==> src/rtl/vram_write_scheduler_pkg.sv <==
// Types and default widths shared by the VRAM write scheduler, its port interface
// and the write-buffer FIFO wrappers.
package vram_sched_pkg;

   localparam int VRAM_AW = 20;
   localparam int VRAM_DW = 16;

   typedef enum logic [2:0] {
      ST_IDLE = 3'd0,
      ST_POP  = 3'd1,
      ST_LOAD = 3'd2,
      ST_WR   = 3'd3,
      ST_RD   = 3'd4
   } sched_state_e;

endpackage

==> src/rtl/vram_write_scheduler_if.sv <==
// Single-ported VRAM command/completion bus; the scheduler is the master side.
interface vram_if
   import vram_sched_pkg::*;
#(
   parameter int AW = VRAM_AW,
   parameter int DW = VRAM_DW
) ();

   logic          mem_req;
   logic          mem_we;
   logic [AW-1:0] mem_addr;
   logic [DW-1:0] mem_wdata;
   logic          mem_ack;
   logic [DW-1:0] mem_rdata;

   modport master (
      output mem_req, mem_we, mem_addr, mem_wdata,
      input  mem_ack, mem_rdata
   );

   modport slave (
      input  mem_req, mem_we, mem_addr, mem_wdata,
      output mem_ack, mem_rdata
   );

endinterface

==> src/rtl/vram_write_scheduler.sv <==
// Shares one VRAM port between buffered CPU writes and display fetches; display wins
// until STARVE_LIMIT consecutive grants have passed over a pending write.
module vram_write_scheduler
   import vram_sched_pkg::*;
#(
   parameter int AW           = VRAM_AW,
   parameter int DW           = VRAM_DW,
   parameter int STARVE_LIMIT = 4
) (
   input  logic          clk,
   input  logic          rst,
   input  logic          af_rempty,
   input  logic [AW-1:0] af_rdata,
   output logic          af_rinc,
   input  logic          df_rempty,
   input  logic [DW-1:0] df_rdata,
   output logic          df_rinc,
   input  logic          disp_req,
   input  logic [AW-1:0] disp_addr,
   output logic          disp_grant,
   output logic          disp_valid,
   output logic [DW-1:0] disp_rdata,
   vram_if.master        mem,
   output logic          busy
);

   localparam int SW = (STARVE_LIMIT < 1) ? 1 : $clog2(STARVE_LIMIT + 1);
   localparam logic [SW-1:0] STARVE_MAX = SW'(STARVE_LIMIT);

   sched_state_e  state_q, state_d;
   logic [SW-1:0] starve_q, starve_d;
   logic          af_rinc_q, af_rinc_d;
   logic          df_rinc_q, df_rinc_d;
   logic          disp_grant_q, disp_grant_d;
   logic          disp_valid_q, disp_valid_d;
   logic [DW-1:0] disp_rdata_q, disp_rdata_d;
   logic          mem_req_q, mem_req_d;
   logic          mem_we_q, mem_we_d;
   logic [AW-1:0] mem_addr_q, mem_addr_d;
   logic [DW-1:0] mem_wdata_q, mem_wdata_d;
   logic          busy_q;
   logic          wr_pending_s;

   // A write needs both halves buffered; one FIFO alone is not a pending write.
   assign wr_pending_s = !af_rempty && !df_rempty;

   // Next-state, arbitration and command-register update.
   always_comb begin
      state_d      = state_q;
      starve_d     = starve_q;
      af_rinc_d    = 1'b0;
      df_rinc_d    = 1'b0;
      disp_grant_d = 1'b0;
      disp_valid_d = 1'b0;
      disp_rdata_d = disp_rdata_q;
      mem_req_d    = mem_req_q;
      mem_we_d     = mem_we_q;
      mem_addr_d   = mem_addr_q;
      mem_wdata_d  = mem_wdata_q;
      case (state_q)
         ST_IDLE: begin
            if (!wr_pending_s) begin
               starve_d = {SW{1'b0}};
            end else begin
               starve_d = starve_q;
            end
            if (disp_req && (!wr_pending_s || (starve_q < STARVE_MAX))) begin
               state_d      = ST_RD;
               mem_addr_d   = disp_addr;
               mem_we_d     = 1'b0;
               mem_req_d    = 1'b1;
               disp_grant_d = 1'b1;
               // Only grants that pass over a waiting write count toward starvation.
               if (wr_pending_s) begin
                  starve_d = starve_q + {{(SW-1){1'b0}}, 1'b1};
               end else begin
                  starve_d = {SW{1'b0}};
               end
            end else if (wr_pending_s) begin
               state_d   = ST_POP;
               af_rinc_d = 1'b1;
               df_rinc_d = 1'b1;
               starve_d  = {SW{1'b0}};
            end else begin
               state_d = ST_IDLE;
            end
         end
         ST_POP: begin
            state_d = ST_LOAD;
         end
         ST_LOAD: begin
            state_d     = ST_WR;
            mem_addr_d  = af_rdata;
            mem_wdata_d = df_rdata;
            mem_we_d    = 1'b1;
            mem_req_d   = 1'b1;
         end
         ST_WR: begin
            if (mem.mem_ack) begin
               state_d   = ST_IDLE;
               mem_req_d = 1'b0;
            end else begin
               state_d = ST_WR;
            end
         end
         ST_RD: begin
            if (mem.mem_ack) begin
               state_d      = ST_IDLE;
               mem_req_d    = 1'b0;
               disp_rdata_d = mem.mem_rdata;
               disp_valid_d = 1'b1;
            end else begin
               state_d = ST_RD;
            end
         end
         default: begin
            state_d   = ST_IDLE;
            mem_req_d = 1'b0;
         end
      endcase
   end

   // State and output registers; a reset abandons any popped word without retry.
   always_ff @(posedge clk) begin
      if (rst) begin
         state_q      <= ST_IDLE;
         starve_q     <= {SW{1'b0}};
         af_rinc_q    <= 1'b0;
         df_rinc_q    <= 1'b0;
         disp_grant_q <= 1'b0;
         disp_valid_q <= 1'b0;
         disp_rdata_q <= {DW{1'b0}};
         mem_req_q    <= 1'b0;
         mem_we_q     <= 1'b0;
         mem_addr_q   <= {AW{1'b0}};
         mem_wdata_q  <= {DW{1'b0}};
         busy_q       <= 1'b0;
      end else begin
         state_q      <= state_d;
         starve_q     <= starve_d;
         af_rinc_q    <= af_rinc_d;
         df_rinc_q    <= df_rinc_d;
         disp_grant_q <= disp_grant_d;
         disp_valid_q <= disp_valid_d;
         disp_rdata_q <= disp_rdata_d;
         mem_req_q    <= mem_req_d;
         mem_we_q     <= mem_we_d;
         mem_addr_q   <= mem_addr_d;
         mem_wdata_q  <= mem_wdata_d;
         busy_q       <= (state_d != ST_IDLE);
      end
   end

   assign af_rinc       = af_rinc_q;
   assign df_rinc       = df_rinc_q;
   assign disp_grant    = disp_grant_q;
   assign disp_valid    = disp_valid_q;
   assign disp_rdata    = disp_rdata_q;
   assign busy          = busy_q;
   assign mem.mem_req   = mem_req_q;
   assign mem.mem_we    = mem_we_q;
   assign mem.mem_addr  = mem_addr_q;
   assign mem.mem_wdata = mem_wdata_q;

endmodule

==> src/flat_wrapper.sv <==
// flat-port wrapper written by rule: the top's interface ports become plain ports
module vram_write_scheduler_flat import vram_sched_pkg::*;
#(
   parameter int AW           = VRAM_AW,
   parameter int DW           = VRAM_DW,
   parameter int STARVE_LIMIT = 4
)
  (clk, rst, af_rempty, af_rdata, af_rinc, df_rempty, df_rdata, df_rinc, disp_req, disp_addr, disp_grant, disp_valid, disp_rdata, busy, mem_mem_req, mem_mem_we, mem_mem_addr, mem_mem_wdata, mem_mem_ack, mem_mem_rdata);
  vram_if #(.AW(AW), .DW(DW)) mem_i ();
  input  logic clk;
  input  logic rst;
  input  logic af_rempty;
  input  logic [AW-1:0] af_rdata;
  output logic af_rinc;
  input  logic df_rempty;
  input  logic [DW-1:0] df_rdata;
  output logic df_rinc;
  input  logic disp_req;
  input  logic [AW-1:0] disp_addr;
  output logic disp_grant;
  output logic disp_valid;
  output logic [DW-1:0] disp_rdata;
  output logic busy;
  output wire logic [$bits(mem_i.mem_req)-1:0] mem_mem_req;
  output wire logic [$bits(mem_i.mem_we)-1:0] mem_mem_we;
  output wire logic [$bits(mem_i.mem_addr)-1:0] mem_mem_addr;
  output wire logic [$bits(mem_i.mem_wdata)-1:0] mem_mem_wdata;
  input wire logic [$bits(mem_i.mem_ack)-1:0] mem_mem_ack;
  input wire logic [$bits(mem_i.mem_rdata)-1:0] mem_mem_rdata;
  assign mem_mem_req = mem_i.mem_req;
  assign mem_mem_we = mem_i.mem_we;
  assign mem_mem_addr = mem_i.mem_addr;
  assign mem_mem_wdata = mem_i.mem_wdata;
  assign mem_i.mem_ack = mem_mem_ack;
  assign mem_i.mem_rdata = mem_mem_rdata;
  vram_write_scheduler #(.AW(AW), .DW(DW), .STARVE_LIMIT(STARVE_LIMIT)) u_core (.clk(clk), .rst(rst), .af_rempty(af_rempty), .af_rdata(af_rdata), .af_rinc(af_rinc), .df_rempty(df_rempty), .df_rdata(df_rdata), .df_rinc(df_rinc), .disp_req(disp_req), .disp_addr(disp_addr), .disp_grant(disp_grant), .disp_valid(disp_valid), .disp_rdata(disp_rdata), .mem(mem_i), .busy(busy));
endmodule
==> config.mk <==
export PLATFORM = sky130hd
export DESIGN_NAME = vram_write_scheduler_flat
export DESIGN_NICKNAME = d
export VERILOG_FILES = /design/src/rtl/vram_write_scheduler_pkg.sv /design/src/rtl/vram_write_scheduler_if.sv /design/src/rtl/vram_write_scheduler.sv /design/src/flat_wrapper.sv
export SDC_FILE = /design/constraint.sdc
export NUM_CORES = 1
export LEC_CHECK = 0
export CORE_MARGIN = 4
export CORE_UTILIZATION = 42
export CTS_CLUSTER_SIZE = 40
export DETAILED_ROUTE_END_ITERATION = 7
export MAX_ROUTING_LAYER = met4
export PLACE_DENSITY = 0.81
export SYNTH_ARGS = -nofsm -noshare
export SYNTH_HDL_FRONTEND = slang
export SYNTH_SLANG_ARGS = --single-unit
==> constraint.sdc <==
create_clock -name clk -period 1.85 [get_ports clk]
set_clock_uncertainty 0.1 [all_clocks]
set_input_delay 0.37 -clock clk [delete_from_list [all_inputs] [get_ports clk]]
set_output_delay 0.37 -clock clk [all_outputs]
set_load 0.05 [all_outputs]
==> flow_summary_export.csv, run 1 <==
group,metric,value,unit
outcome,status,"finished, final reports clean",
floorplanning,io_pins,137,
placement,place_congestion,0.871,
placement,dp.cells,547,
setup_path,r2r_start,"u_core.state_q[2]",
setup_path,end_kind,"flip-flop",
pwr,leakagePower,1.72,nW
yosys,ys_ff_latch,64,
grt,overflow,0,
cts,clock_latency,0.33,ns
sta,slew_viol_final,0,
detailed_routing,drc_errors,0,
setup_path,critPathKind,"input pin to flip-flop",
yosys,synth-edff-count,0,
cts,cts_resized,0,
yosys,netlist_area,2990,µm²
worst_hold_path,min_to,"u_core.state_q[2]",
layout,layout-drive-gt1-share,29.4,%
placement,post-place-ws,-0.165,ns
sta,setup_slack,0.191,ns
setup_path,path_max_fanout,24,
detailed_routing,vias,2913,
sta,post-route-min-period,1.66,ns
placement,portBuffers,136,
setup_path,r2r_end,"u_core.mem.mem_addr[0]",
worst_hold_path,hp-class,"input pin to flip-flop",
sta,finalSetupTns,0,ns
yosys,synth_nets,407,
setup_path,arrival,1.76,ns
floorplanning,fp-row-count,30,
grt,grt_max_degree,38,
pwr,peakVddDrop,541,µV
yosys,syn-instance-count,328,
layout,fin_nets,541,
yosys,synthArstFlopShare,0,%
detailed_routing,vias_per_cell,5.18,
cts,clock-sinks,64,
detailed_routing,ant_nets,0,
grt,grt_pass1_wl,13.9,mm
cts,clkTransAtPathRegs,0.07,ns
cts,h-tree-depth,3,
sta,hold_viol_final,0,
setup_path,startpoint,"df_rempty",
layout,final_common_cell,"buf_4",
cts,max-clock-path-buffers,2,
floorplanning,core,6870,µm²
floorplanning,start_util,43.5,%
floorplanning,die_x,92.4,µm
sta,period_share,89.7,%
worst_hold_path,whs_path_depth,2,
cts,cts_inserted_buffers,9,
yosys,yosys.cell_types.count,39,
setup_path,worst_r2r_path_depth,4,
detailed_routing,drtIter0Drc,108,
yosys,syn_avg_cell_area,9.12,µm²
layout,layoutNonFillerInstCount,562,
yosys,ys_warn_count,0,
cts,post-cts-setup-buffers,0,
sta,max_slew_margin,72.5,%
detailed_routing,drt_wl_total,8.56,mm
layout,antenna_cells,0,
placement,hpwl,6.09,mm
floorplanning,dieArea,8530,µm²
cts,cts-root-buf,"clkbuf_8",
setup_path,required,1.95,ns
layout,syn_to_final_growth,52.0,%
pwr,power.density,857,nW/µm²
detailed_routing,wl_per_cell,15.2,µm
layout,layout_common_cells,"buf_4, clkdlybuf4s50_1, nand2_1",
sta,rsz0062_at_grt,"no",
sta,tightest_slew,0.402,ns
detailed_routing,first_pass_iters,4,
setup_path,reg2reg_slack,0.23,ns
cts,tritoncts,"yes",
yosys,synthFlopType,"dfxtp_1",
sta,whs,0.225,ns
grt,grt_pass1_vias,2766,
worst_hold_path,holdCritStartpoint,"rst",
grt,grt_use_total,20.6,%
sta,setup_viol,0,
grt,antenna_found_initial,0,
setup_path,critPathLaunchType,"input pin",
floorplanning,die_y,92.4,µm
cts,hold_buffers,0,
yosys,synth-seq-area-share,42.8,%
sta,fmax,603,MHz
run,maxCapViolCount,0,
-- sequential cells by signal, summed over array words and instances (netlist names) --
register	flops
u_core.state_q	3
u_core.mem.mem_wdata	16
u_core.starve_q	3
u_core.disp_rdata	16
u_core.mem.mem_we	1
u_core.af_rinc	1
u_core.mem.mem_addr	20
u_core.mem.mem_req	1
u_core.disp_grant	1
u_core.disp_valid	1
u_core.busy	1
-- power breakdown --
part / total (mW) / internal, mW / switching [mW]
sequential: 1.53 / 1.47 / 0.0591
clock: 1.29 / 0.746 / 0.543
combinational: 1.08 / 0.449 / 0.628
-- area by class of cell --
| class | instances | area, µm² |
|---|---|---|
| tap | 96 | 120 |
| inverter | 2 | 7.51 |
| clock inverter | 6 | 85.1 |
| timing repair buffer | 160 | 1460 |
| clock buffer | 9 | 124 |
| sequential | 64 | 1280 |
| fill | 588 | 2320 |
| multi-input combinational | 225 | 1460 |
-- stage by stage --
step           cell area, µm²  util (%)  power [mW]
2_1_floorplan            2990         -        2.23
3_3_place_gp             4340      63.1        2.62
3_5_place_dp             4340      63.1        2.64
4_1_cts                  4550      66.2        3.94
5_1_grt                  4550      66.2        4.06
6_report                 4550      66.2        3.90
-- critical path: stages --
cell and delay [ns]:
clkdlybuf4s50_1 0.41, or3b_1 0.42, buf_12 0.19, a311oi_1 0.29, nor4_1 0.08
-- worst max path at each step --
stage | to | slack, ns | depth (start not counted)
6_report | u_core.mem.mem_addr[1] | 0.19 | 5
5_1_grt | u_core.mem.mem_addr[18] | 0.11 | 5
3_5_place_dp | u_core.mem.mem_addr[1] | -0.16 | 5
3_3_place_gp | u_core.mem.mem_addr[17] | -0.11 | 5
4_1_cts | u_core.mem.mem_addr[1] | 0.20 | 5
2_1_floorplan | u_core.mem.mem_addr[10] | 0.27 | 5
-- cell families after synthesis --
| kind of cell | Yosys count | share of synthesized area (%) |
|---|---|---|
| AOI/OAI and AO/OA | 67 | 17.2 |
| adders and majority gates | 1 | 0.418 |
| buffers and inverters | 39 | 8.41 |
| DFF | 64 | 42.8 |
| muxes | 1 | 0.335 |
| and+or+nand+nor | 156 | 30.8 |
-- synthesized netlist by cell type, drive strengths merged (2+ instances only) --
library cell / instances / area share [%]
a21oi: 38 / 6.4
a311oi: 20 / 8.4
and3: 2 / 0.42
buf: 29 / 7.2
clkbuf: 8 / 1.0
dfxtp: 64 / 43
inv: 2 / 0.25
nand2: 70 / 8.8
nand3: 2 / 0.33
nand3b: 2 / 0.50
nor2: 25 / 3.1
nor3: 2 / 0.71
nor3b: 2 / 1.0
nor4: 43 / 14
o21ai: 2 / 0.33
or3b: 2 / 0.59
-- metal layers --
metal  share of wire (%)  global-route usage, %  wire, µm  vias to the layer above
met5                   0                      -         0                        -
met4                0.79                   5.82        68                        0
met3                 7.4                   6.50       634                        9
li1                    -                      -         -                     1454
met2                  46                   32.1      3950                       99
met1                  46                   25.8      3900                     1351
Power figures use the tool's default switching activity.
==> inputs of run 2 (changes only) <==
--- a/config.mk
+++ b/config.mk
@@ -7,8 +7,10 @@
 export LEC_CHECK = 0
 export CORE_MARGIN = 4
 export CORE_UTILIZATION = 42
+export CTS_BUF_LIST = sky130_fd_sc_hd__clkbuf_16
 export CTS_CLUSTER_SIZE = 40
 export DETAILED_ROUTE_END_ITERATION = 7
+export HOLD_SLACK_MARGIN = 0.05
 export MAX_ROUTING_LAYER = met4
 export PLACE_DENSITY = 0.81
 export SYNTH_ARGS = -nofsm -noshare
==> constraint.sdc (replaced) <==
create_clock -name clk -period 1.85 [get_ports clk]
set_clock_uncertainty 0.1 [all_clocks]
set_input_delay 0.37 -clock clk [delete_from_list [all_inputs] [get_ports clk]]
set_output_delay 0.37 -clock clk [all_outputs]
set_load 0.005 [all_outputs]
==> flow_summary_export.csv, run 2 (synthesized netlist as in run 1, its figures left out) <==
group,metric,value,unit
setup_path,critical-path-max-stage-delay,0.43,ns
cts,cts-root-buf,"clkbuf_16",
cts,tritoncts,"yes",
worst_hold_path,hp-class,"input pin to flip-flop",
grt,grt_pass1_wl,14.4,mm
cts,cts_inserted_buffers,9,
sta,slew_viol_final,0,
floorplanning,die_x,92.4,µm
cts,cts_resized,0,
pwr,power,3.94,mW
run,maxCapViolCount,0,
setup_path,critPathLaunchType,"input pin",
setup_path,arrival,1.81,ns
setup_path,required,1.93,ns
sta,hold_viol_final,0,
sta,fmax,580,MHz
placement,dp.cells,548,
grt,grt_max_degree,38,
layout,syn_to_final_growth,59.4,%
detailed_routing,drt_wl_total,8.88,mm
floorplanning,fp-row-count,30,
floorplanning,io_pins,137,
setup_path,crit_slowest_cell,"or3b_1",
sta,setup_viol,0,
cts,clock-sinks,64,
outcome,status,"finished, final reports clean",
layout,layout_common_cells,"clkdlybuf4s50_1, nand2_1, dfxtp_1",
layout,fin_nets,542,
detailed_routing,vias_per_cell,5.35,
layout,final_common_cell,"clkdlybuf4s50_1",
cts,hold_buffers,0,
floorplanning,die_y,92.4,µm
layout,layoutNonFillerInstCount,563,
placement,hpwl,6.20,mm
detailed_routing,met1Wirelength,4.06,mm
setup_path,end_kind,"flip-flop",
detailed_routing,drc_errors,0,
sta,rsz0062_at_grt,"no",
detailed_routing,vias,3011,
detailed_routing,first_pass_iters,4,
layout,largest_register_ff_count,20,
cts,clkTransAtPathRegs,0.05,ns
detailed_routing,drtIter0Drc,162,
sta,post-route-min-period,1.72,ns
layout,antenna_cells,0,
detailed_routing,routed-wl-met3,583,µm
placement,place_congestion,0.827,
pwr,peakVddDrop,662,µV
setup_path,critPathKind,"input pin to flip-flop",
placement,portBuffers,136,
floorplanning,dieArea,8530,µm²
sta,whs,0.212,ns
setup_path,path_max_fanout,24,
cts,h-tree-depth,3,
grt,overflow,0,
floorplanning,start_util,43.5,%
detailed_routing,top_layer_used,"met4",
pwr,power.density,828,nW/µm²
cts,post-cts-setup-buffers,0,
sta,tightest_slew,0.423,ns
cts,clock_latency,0.31,ns
layout,layout-drive-gt1-share,16.9,%
cts,max-clock-path-buffers,2,
setup_path,worstPathCellList,"clkdlybuf4s50_1 > or3b_1 > buf_12 > a311oi_1 > nor4_1",
floorplanning,core,6870,µm²
grt,grt_pass1_vias,2978,
sta,finalSetupTns,0,ns
sta,max_slew_margin,71.0,%
pwr,leakagePower,1.66,nW
detailed_routing,ant_nets,0,
grt,grt_use_total,21.5,%
detailed_routing,route.met2.wl,4.10,mm
detailed_routing,wl_per_cell,15.8,µm
sta,period_share,93.2,%
grt,antenna_found_initial,0,
==> run 2: changes by cell type in the layout (fill, tap and decap cells not counted), sizes merged <==
cell and change:
clkdlybuf4s50 +59, buf -58, clkinv +2, bufinv -1
clkinvlp -1
==> run 2: per-layer routing <==
layer | vias up | track usage (%)
li1 | 1452 | -
met1 | 1409 | 28.0
met2 | 140 | 32.1
met3 | 10 | 4.96
met4 | 0 | 9.03
met5 | - | -
==> run 2: layout make-up <==
| class | instances | area [µm²] |
|---|---|---|
| fill | 543 | 2100 |
| multi-input combinational | 225 | 1460 |
| sequential | 64 | 1280 |
| clock buffer | 9 | 225 |
| tap | 96 | 120 |
| inverter | 2 | 7.51 |
| clock inverter | 6 | 61.3 |
| timing repair buffer | 161 | 1610 |
==> run 2: power by group <==
part / switching [mW] / total, mW / internal (mW)
registers: 0.0580 / 1.53 / 1.47
logic: 0.331 / 0.810 / 0.479
clock network: 0.574 / 1.60 / 1.03
==> run 2: worst paths after layout <==
| kind | end | startpoint | slack [ns] | depth (start not counted) |
|---|---|---|---|---|
| max | u_core.mem.mem_addr[17] | df_rempty | 0.13 | 5 |
| min | u_core.state_q[2] | rst | 0.21 | 2 |
| max reg2reg | u_core.mem.mem_addr[17] | u_core.starve_q[2] | 0.19 | 4 |
| min reg2reg | u_core.disp_rdata[5] | u_core.disp_rdata[5] | 0.35 | 2 |
==> run 2: metrics by stage <==
| step | area [µm²] | worst slack (ns) | utilization, % |
|---|---|---|---|
| after global placement | 4480 | -0.117 | 65.2 |
| after detailed placement | 4480 | -0.166 | 65.2 |
| after CTS | 4770 | 0.156 | 69.4 |
| after global routing | 4770 | 0.0573 | 69.4 |
| final | 4770 | 0.127 | 69.4 |
| after floorplan | 2990 | 0.275 | - |
==> run 2: worst max-delay path: cells and delay by family <==
| kind | cells | cell delay, ns |
|---|---|---|
| buf+inv | 2 | 0.61 |
| simple gates | 2 | 0.51 |
| compound gates | 1 | 0.31 |
==> inputs of run 3 (changes only) <==
--- a/config.mk
+++ b/config.mk
@@ -13,6 +13,7 @@
 export HOLD_SLACK_MARGIN = 0.05
 export MAX_ROUTING_LAYER = met4
 export PLACE_DENSITY = 0.81
+export RECOVER_POWER = 25
 export SYNTH_ARGS = -nofsm -noshare
 export SYNTH_HDL_FRONTEND = slang
 export SYNTH_SLANG_ARGS = --single-unit
==> flow_summary_export.csv, run 3 (synthesized netlist as in run 1, its figures left out) <==
group,metric,value,unit
floorplanning,fp-row-count,30,
floorplanning,die_x,92.4,µm
setup_path,r2r_start,"u_core.starve_q[2]",
cts,cts_inserted_buffers,9,
grt,overflow,0,
layout,largest_register_ff_count,20,
sta,slew_viol_final,0,
layout,antenna_cells,0,
layout,layout-drive-gt1-share,16.3,%
layout,layoutNonFillerInstCount,563,
layout,fill_cells,544,
sta,setup_slack,0.129,ns
sta,period_share,93.0,%
sta,fmax,581,MHz
layout,layout_common_cells,"clkdlybuf4s50_1, nand2_1, dfxtp_1",
cts,clkTransAtPathRegs,0.05,ns
detailed_routing,drc_errors,0,
sta,tightest_slew,0.429,ns
setup_path,r2r_end,"u_core.mem.mem_addr[17]",
placement,hpwl,6.20,mm
setup_path,path_max_fanout,24,
floorplanning,die_y,92.4,µm
grt,grt_pass1_wl,14.4,mm
placement,portBuffers,136,
sta,finalSetupTns,0,ns
grt,grt_pass1_vias,2978,
worst_hold_path,hp-class,"input pin to flip-flop",
pwr,power,3.94,mW
grt,antenna_found_initial,0,
pwr,power.density,830,nW/µm²
floorplanning,start_util,43.5,%
detailed_routing,vias_per_cell,5.36,
detailed_routing,drt_wl_total,8.88,mm
layout,syn_to_final_growth,58.7,%
setup_path,critPathLaunchType,"input pin",
setup_path,end_kind,"flip-flop",
placement,dp.cells,548,
detailed_routing,vias,3016,
cts,post-cts-setup-buffers,0,
setup_path,worst_r2r_path_depth,4,
sta,hold_viol_final,0,
run,maxCapViolCount,0,
sta,setup_viol,0,
grt,grt_max_degree,38,
cts,max-clock-path-buffers,2,
cts,clock-sinks,64,
sta,post-route-min-period,1.72,ns
sta,whs,0.213,ns
grt,grt_use_total,21.5,%
layout,fin_nets,542,
worst_hold_path,holdCritStartpoint,"rst",
worst_hold_path,min_to,"u_core.state_q[2]",
setup_path,critPathKind,"input pin to flip-flop",
pwr,peakVddDrop,662,µV
placement,place_congestion,0.827,
layout,multiInputGateArea,1450,µm²
floorplanning,dieArea,8530,µm²
detailed_routing,drtIter0Drc,157,
cts,cts_resized,0,
detailed_routing,ant_nets,0,
sta,rsz0062_at_grt,"no",
floorplanning,io_pins,137,
placement,post-place-ws,-0.166,ns
cts,h-tree-depth,3,
setup_path,startpoint,"df_rempty",
cts,clock_latency,0.31,ns
setup_path,reg2reg_slack,0.19,ns
cts,tritoncts,"yes",
outcome,status,"finished, final reports clean",
layout,final_common_cell,"clkdlybuf4s50_1",
setup_path,required,1.93,ns
detailed_routing,wl_per_cell,15.8,µm
setup_path,arrival,1.81,ns
floorplanning,core,6870,µm²
worst_hold_path,whs_path_depth,2,
cts,hold_buffers,0,
pwr,leakagePower,1.65,nW
layout,seq_area,1280,µm²
detailed_routing,first_pass_iters,4,
sta,max_slew_margin,70.7,%
cts,cts-root-buf,"clkbuf_16",
-- run 3: power breakdown --
| part | switching [mW] | leakage (nW) | internal [mW] |
|---|---|---|---|
| Combinational | 0.331 | 0.983 | 0.474 |
| Sequential | 0.0570 | 0.523 | 1.47 |
| Clock | 0.574 | 0.141 | 1.03 |
-- run 3: critical path, stage by stage --
cell	delay, ns
clkdlybuf4s50_1	0.41
or3b_1	0.43
buf_12	0.19
a311oi_1	0.31
nor4_1	0.08
-- run 3: area by class of cell --
cell class	count	share of cell area, %
clock buffer	9	4.75
clock inverter	6	1.29
inverter	2	0.158
multi-input combinational	225	30.6
sequential	64	27.0
tap	96	2.53
timing repair buffer	161	33.6
-- run 3: how the worst max path moves through the flow --
stage	endpoint	slack, ns
finish	u_core.mem.mem_addr[17]	0.13
global placement	u_core.mem.mem_addr[16]	-0.12
global route	u_core.mem.mem_addr[18]	0.04
CTS	mem_mem_addr[14]	0.16
floorplan	u_core.mem.mem_addr[10]	0.27
detailed placement	u_core.mem.mem_addr[17]	-0.17
-- run 3: through the flow --
stage	util, %	area (µm²)
floorplan	-	2990
global placement	65.2	4480
detailed placement	65.2	4480
CTS	69.4	4770
global route	69.1	4740
finish	69.1	4740
-- run 3: layer usage --
metal  track usage [%]  vias to the layer above  part of all wire, %
met2              32.1                      143                   46
met3              4.96                       10                  6.7
met5                 -                        -                    0
met4              9.03                        0                  1.5
li1                  -                     1451                    -
met1              28.0                     1412                   46
